**config.mk**
```make
export PLATFORM = sky130hd
export DESIGN_NAME = pending_encoder_flat
export DESIGN_NICKNAME = d
export VERILOG_FILES = /design/src/rtl/pending_encoder_pkg.sv /design/src/rtl/pending_encoder_if.sv /design/src/rtl/pending_encoder_prio_sel.sv /design/src/rtl/pending_encoder.sv /design/src/flat_wrapper.sv
export SDC_FILE = /design/constraint.sdc
export NUM_CORES = 1
export LEC_CHECK = 0
export ABC_AREA = 1
export BUFFER_PORTS_ARGS = -buffer_cell sky130_fd_sc_hd__buf_2
export CAP_MARGIN = 20
export CORE_MARGIN = 2
export CORE_UTILIZATION = 50
export CTS_BUF_LIST = sky130_fd_sc_hd__clkbuf_2 sky130_fd_sc_hd__clkbuf_4 sky130_fd_sc_hd__clkbuf_8
export CTS_CLUSTER_DIAMETER = 100
export DETAILED_ROUTE_END_ITERATION = 8
export PLACE_DENSITY = 0.87
export SYNTH_ARGS = -nofsm -noshare
export SYNTH_HDL_FRONTEND = slang
export SYNTH_SLANG_ARGS = --single-unit
```
**constraint.sdc**
```tcl
create_clock -name clk -period 1.7 [get_ports clk]
set_input_delay 0.255 -clock clk [delete_from_list [all_inputs] [get_ports clk]]
set_output_delay 0.255 -clock clk [all_outputs]
set_load 0.02 [all_outputs]
```
**src/rtl/pending_encoder_pkg.sv**
```systemverilog
// Shared sizing, FSM state type and one-hot helper for the pending request encoder.
package pending_encoder_pkg;

    localparam int N = 8;
    localparam int W = $clog2(N);

    typedef enum logic {
        IDLE,
        PRESENT
    } state_t;

    function automatic logic [N-1:0] onehot(input logic [W-1:0] k);
        logic [N-1:0] r;
        r    = '0;
        r[k] = 1'b1;
        return r;
    endfunction

endpackage

```
**src/rtl/pending_encoder_if.sv**
```systemverilog
// Request/handshake bundle between the request sources/consumer (master) and the encoder (slave).
interface pending_encoder_if;
    import pending_encoder_pkg::*;

    logic [N-1:0] req;
    logic         en;
    logic         ack;
    logic [W-1:0] out;
    logic         valid;
    logic [N-1:0] pending;
    logic         lost;

    modport master (
        output req, en, ack,
        input  out, valid, pending, lost
    );

    modport slave (
        input  req, en, ack,
        output out, valid, pending, lost
    );

endinterface

```
**src/rtl/pending_encoder_prio_sel.sv**
```systemverilog
// Combinational find-first-set over N bits, searching upward from a start index with wrap.
module prio_sel
    import pending_encoder_pkg::*;
(
    input  logic [N-1:0] vec,
    input  logic [W-1:0] start,
    output logic [W-1:0] idx,
    output logic         any
);

    logic [2*N-1:0] dbl;
    logic [N-1:0]   rot;
    logic [W-1:0]   first;

    // Rotate so bit 'start' lands at position 0; the lowest set bit of rot is the winner.
    assign dbl = {vec, vec} >> start;
    assign rot = dbl[N-1:0];

    always_comb begin
        first = '0;
        for (int i = N - 1; i >= 0; i--) begin
            if (rot[i]) first = W'(i);
        end
    end

    assign idx = first + start;
    assign any = |vec;

endmodule

```
**src/rtl/pending_encoder.sv**
```systemverilog
// Sticky request register + N-to-W encoder with valid/ack handshake.
// Define ROUND_ROBIN_EN for rotating priority; default is fixed priority (bit 0 highest).
module pending_encoder
    import pending_encoder_pkg::*;
(
    input  logic              clk,
    input  logic              rst,
    pending_encoder_if.slave  bus
);

    state_t       state;
    logic [N-1:0] pending;
    logic [W-1:0] out;
    logic         valid;
    logic         lost;
    logic [N-1:0] clr;
    logic [W-1:0] start;
    logic [W-1:0] sel_idx;
    logic         sel_any;

    assign clr = (valid && bus.ack) ? onehot(out) : '0;

`ifdef ROUND_ROBIN_EN
    logic [W-1:0] rr_ptr;

    // Next search begins just past the code that was accepted; W-bit add wraps naturally.
    always_ff @(posedge clk or posedge rst) begin
        if (rst)                  rr_ptr <= '0;
        else if (valid && bus.ack) rr_ptr <= out + W'(1);
    end

    assign start = rr_ptr;
`else
    assign start = '0;
`endif

    prio_sel u_sel (
        .vec   (pending),
        .start (start),
        .idx   (sel_idx),
        .any   (sel_any)
    );

    // Set wins over clear, so a request re-raised during its own ack stays pending.
    always_ff @(posedge clk or posedge rst) begin
        if (rst) begin
            pending <= '0;
            lost    <= 1'b0;
        end else begin
            pending <= (pending & ~clr) | bus.req;
            lost    <= |(bus.req & pending & ~clr);
        end
    end

    always_ff @(posedge clk or posedge rst) begin
        if (rst) begin
            state <= IDLE;
            out   <= '0;
            valid <= 1'b0;
        end else begin
            case (state)
                IDLE: begin
                    if (bus.en && sel_any) begin
                        out   <= sel_idx;
                        valid <= 1'b1;
                        state <= PRESENT;
                    end
                end
                PRESENT: begin
                    if (bus.ack) begin
                        valid <= 1'b0;
                        state <= IDLE;
                    end
                end
                default: begin
                    valid <= 1'b0;
                    state <= IDLE;
                end
            endcase
        end
    end

    assign bus.out     = out;
    assign bus.valid   = valid;
    assign bus.pending = pending;
    assign bus.lost    = lost;

endmodule

```
**src/flat_wrapper.sv**
```systemverilog
// flat-port wrapper written by rule: the top's interface ports become plain ports
module pending_encoder_flat import pending_encoder_pkg::*;
  (clk, rst, bus_req, bus_en, bus_ack, bus_out, bus_valid, bus_pending, bus_lost);
  pending_encoder_if bus_i ();
  input  logic clk;
  input  logic rst;
  input wire logic [$bits(bus_i.req)-1:0] bus_req;
  input wire logic [$bits(bus_i.en)-1:0] bus_en;
  input wire logic [$bits(bus_i.ack)-1:0] bus_ack;
  output wire logic [$bits(bus_i.out)-1:0] bus_out;
  output wire logic [$bits(bus_i.valid)-1:0] bus_valid;
  output wire logic [$bits(bus_i.pending)-1:0] bus_pending;
  output wire logic [$bits(bus_i.lost)-1:0] bus_lost;
  assign bus_i.req = bus_req;
  assign bus_i.en = bus_en;
  assign bus_i.ack = bus_ack;
  assign bus_out = bus_i.out;
  assign bus_valid = bus_i.valid;
  assign bus_pending = bus_i.pending;
  assign bus_lost = bus_i.lost;
  pending_encoder u_core (.clk(clk), .rst(rst), .bus(bus_i));
endmodule
```
# Word-level counts from Yosys, hierarchy flattened

Index checks and enable logic that the tools add are counted.
Widths: inputs -> output; s select.

Bitwise gates (word level): 6
$lt $le $gt $ge: 2
Reduce and logical (&&, ||, !) cells: 7
Muxes and demuxes: 17
Eq/ne operators: 2

Operators by type and width:

| kind               | number |
|---|---|
| $and 8x8->8        | 3 |
| $mux 3             | 8 |
| $reduce_or 8->1    | 2 |
| $mux 8             | 1 |
| $not 8->8          | 1 |
| $or 8x8->8         | 1 |
| $mux 1             | 5 |
| $lt 3x4->1 const B | 1 |
| $pmux 1 s2         | 2 |
| $reduce_and 2->1   | 2 |
| $demux 1 s3        | 1 |
| $ge 3x1->1 const B | 1 |
| $logic_and 1x1->1  | 3 |
| $ne 2x1->1 const B | 1 |
| $ne 2x2->1 const B | 1 |
| $not 1->1          | 1 |

Register bits after elaboration: 14
Output and inout bits: 13
Word-level logic and storage cells: 39

# Depth between registers and ports, before layout

Depth after elaboration: 8
Mapped depth: 9

# Cells and area by module

Synthesis repeated with hierarchy kept, for this count alone.

Cells, all modules: 186
Area, all modules: 1,208.7 µm²

Modules (own cells, without submodules):

| module          | area each (µm²) | cells an instance | times used |
|---|---|---|---|
| pending_encoder | 676.9           | 88                | 1 |
| prio_sel        | 531.8           | 98                | 1 |

# Least setup slack after synthesis

No wires, ideal clock.

Kind: register -> register
Start: register u_core.pending[3], in the netlist u_core.bus.pending[3]
End: register u_core.out[2], in the netlist u_core.bus.out[2]
Arrival: 1.011 ns
Stages on the path, launching flop included: 5
Path buffers: 0
Path slack: 0.556 ns
Cells stage by stage: dfrtp_1 nor2_1 nand2_2 o21ai_4 a22oi_1

Longest elaborated chain between the ends: 4
Elaborated cells between the ends (all ways): 7
Classes of those cells: mux: 4; reduce/logical: 3

RTL lines:

| element                | RTL line                       | text |
|---|---|---|
| start, declared        | pending_encoder.sv:12          | `logic [N-1:0] pending;` |
| start signal, assigned | pending_encoder.sv:50          | `pending <= (pending & ~clr) \| bus.req;` |
| $mux 3 (4 in a row)    | pending_encoder_prio_sel.sv:22 | `if (rot[i]) first = W'(i);` |
| end signal, assigned   | pending_encoder.sv:64          | `out <= sel_idx;` |
| end, declared          | pending_encoder.sv:13          | `logic [W-1:0] out;` |

Parallel ways exist; a longest one is shown, timed or not.
A chain may end at the register's enable or synchronous reset.

# Worst setup path in the final report

Start: register u_core.out[0], in the netlist u_core.bus.out[0]
End: output port bus_out[0]

RTL lines:

| element       | RTL line           | text |
|---|---|---|
| end, declared | flat_wrapper.sv:10 | `output wire logic [$bits(bus_i.out)-1:0] bus_out;` |

No word-level cell between the ends.

==> impl_metrics.yaml <==
run_status:
  run_status: "finished with violations"
  violations: "hold timing"
grt:
  overflow: 0
  grt_usage_pct: 20.73
  grt_first_pass_wirelength_um: 2815
  grt_pass1_vias: 670
  grt_start_max_net_pins: 15
  antenna_found_initial: 0
detailed_routing:
  avgViaCountPerCell: 4.903
  met2_wirelength_um: 743
  dr.pass1.iters: 4
  ant_nets: 0
  wl_met3_um: 100
  vias: 706
  wl_um: 1606
  first_iter_violations: 12
  remaining_drc_errors: 0
  routed.top_layer: "met4"
  wl_per_cell_um: 11.15
  routedLengthMet1_um: 737
cells_and_area:
  mostFrequentLayoutCell: "nand2_1"
  area_delta_synth_final_pct: 23.38
  nets: 141
  diodes: 0
  layout_common_cells: "nand2_1 (34), buf_2 (24), inv_1 (15)"
  drive_above_1_share_pct: 28.13
  postLayoutCellArea_um2: 930.9
synth:
  synth-simple-area-share_pct: 31.67
  synthTopCellsByArea: "dfrtp_1 (46%), nand2_1 (17%), inv_1 (7.5%)"
  avgSynthCellArea_um2: 7.545
  synthCells: 100
  synth_top_area_share_pct: 46.43
  synthXorXnorAreaFrac_pct: 0
  synth_fp_nets: 112
  ys_seq_area_share_pct: 46.43
  netlist_area_um2: 754.5
  yosysUniqueCellTypes: 18
  synth-seq-cells: 14
  yosys.area_share.adder_pct: 0
  synth_top_family_by_area: "simple AND/OR/NAND/NOR gates"
  synth_compound_area_share_pct: 13.93
  synthMuxAreaShare_pct: 0
  ys_warn_count: 0
  synth_top_area_cell: "dfrtp_1"
floorplanning:
  coreArea_um2: 1454
  ioPinCount: 25
  die_area_um2: 1836
  initial_core_util_pct: 51.89
  die_h_um: 42.85
  die_w_um: 42.85
  num_rows: 14
clock_network:
  postCtsSetupBuffers: 0
  cts_hold_buf: 0
  cts.sinks: 14
  cts_tree: "yes"
  clk_latency_ps: 280
  clk_pin_slew_ps: 80
  htree_levels: 1
  ctsRootBufferMaster: "clkbuf_4"
  clockBufferDepth: 2
  post_cts_resized: 0
  cts-buffers-inserted: 3
power_and_ir_drop:
  power_density_nw_per_um2: 876.1
  peakVddDrop_mv: 0.6322
  power_leakage_nw: 0.4936
worst_setup_path:
  path_cells: "buf_2"
  crit_path_start_kind: "flip-flop"
  startpoint: "u_core.bus.out[0]"
  timing.critical_path.buf_inv: 1
  r2r-start: "u_core.bus.pending[3]"
  arrival_ps: 960
  slowest_delay_ps: 460
  crit_path_end_kind: "output pin"
  required_ps: 1440
  critPathKind: "flip-flop to output pin"
  crit_fanout: 5
  worst_r2r_path_depth: 4
  rrSetupSlack_ps: 520
  cp.depth: 1
  cp_slowest_cell: "dfrtp_1"
  critical-path-top-delay-family: "flip-flops"
flow_run:
  maxCapViolations: 0
sta:
  rsz0062_at_grt: "false"
  finalHoldViolCount: 14
  max_freq_ghz: 0.8236
  skew_ps: 0.9216
  layout_min_cycle_time_ps: 1214
  worst_pin_slew_ps: 519.5
  worst_hold_slack_ps: -13.65
  finalSetupTns_ps: 0
  maxSlewHeadroom_pct: 65.33
  finalCritPeriodShare_pct: 71.43
  finalMaxSlewViolations: 0
  setup_viol: 0
placed_design:
  io_buffers: 24
  place_area_um2: 894.6
  place_congestion: 0.8712
  dp_hpwl_um: 1270
worst_hold_path:
  min_path_type: "input port to asynchronous set/reset pin"
where the power goes:
part / switching, mW / internal (mW)
clock network: 0.110 / 0.131
logic: 0.113 / 0.0659
registers: 0.0351 / 0.360
routing by layer:
metal	track usage, %	vias to the layer above
met4	9.375	0
met2	31.82	20
met3	5.532	4
met1	27.20	315
met5	0	-
li1	-	367
per-stage QoR:
step | utilization, % | setup slack (ps) | total power, mW | std cells
global route | 64.03 | 399.1 | 0.8673 | 144
CTS | 64.03 | 479.0 | 0.8188 | 144
finish | 64.03 | 485.8 | 0.8156 | 144
detailed placement | 61.53 | 530.3 | 0.5799 | 140
global placement | 61.53 | 536.3 | 0.5732 | 140
floorplan | - | 555.8 | 0.5157 | 100
registers in the layout (all words and copies together) (netlist names):
register,count
u_core.bus.lost,1
u_core.bus.out,3
u_core.state,1
u_core.bus.valid,1
u_core.bus.pending,8
cells in the mapped netlist:
cell      instances
nand2_1          34
a22oi_1           1
dfrtp_1          14
inv_2             1
o21ai_0           2
nor2_2            1
o21ai_4           1
nor2_1           11
a21o_1            6
a21o_2            1
nor2_4            1
o21bai_1          1
nand2_2           2
nor3_1            1
o21ai_1           2
nand3_2           1
inv_1            15
nand3_1           5
path summary, 6_finish.rpt:
kind,end
setup / recovery,bus_out[0]
setup reg to reg,u_core.bus.out[2]
hold reg to reg,u_core.bus.valid
max in group asynchronous,u_core.bus.pending[1]
min in group clk,u_core.bus.pending[6]
hold / removal,u_core.bus.pending[7]
area by class of cell:
type                       instances  area (um2)
clock buffer                       4       36.28
fill                             141       523.0
inverter                          16       60.06
multi-input combinational         70       344.1
sequential                        14       350.3
tap                               16       20.02
timing repair buffer              24       120.1
cell families (layout without fill, tap and decap cells):
group,after synthesis,after routing
simple gates,56,56
flops,14,14
buf+inv,16,44
compound gates,14,14
No activity file was read; power rests on OpenSTA's default activity.
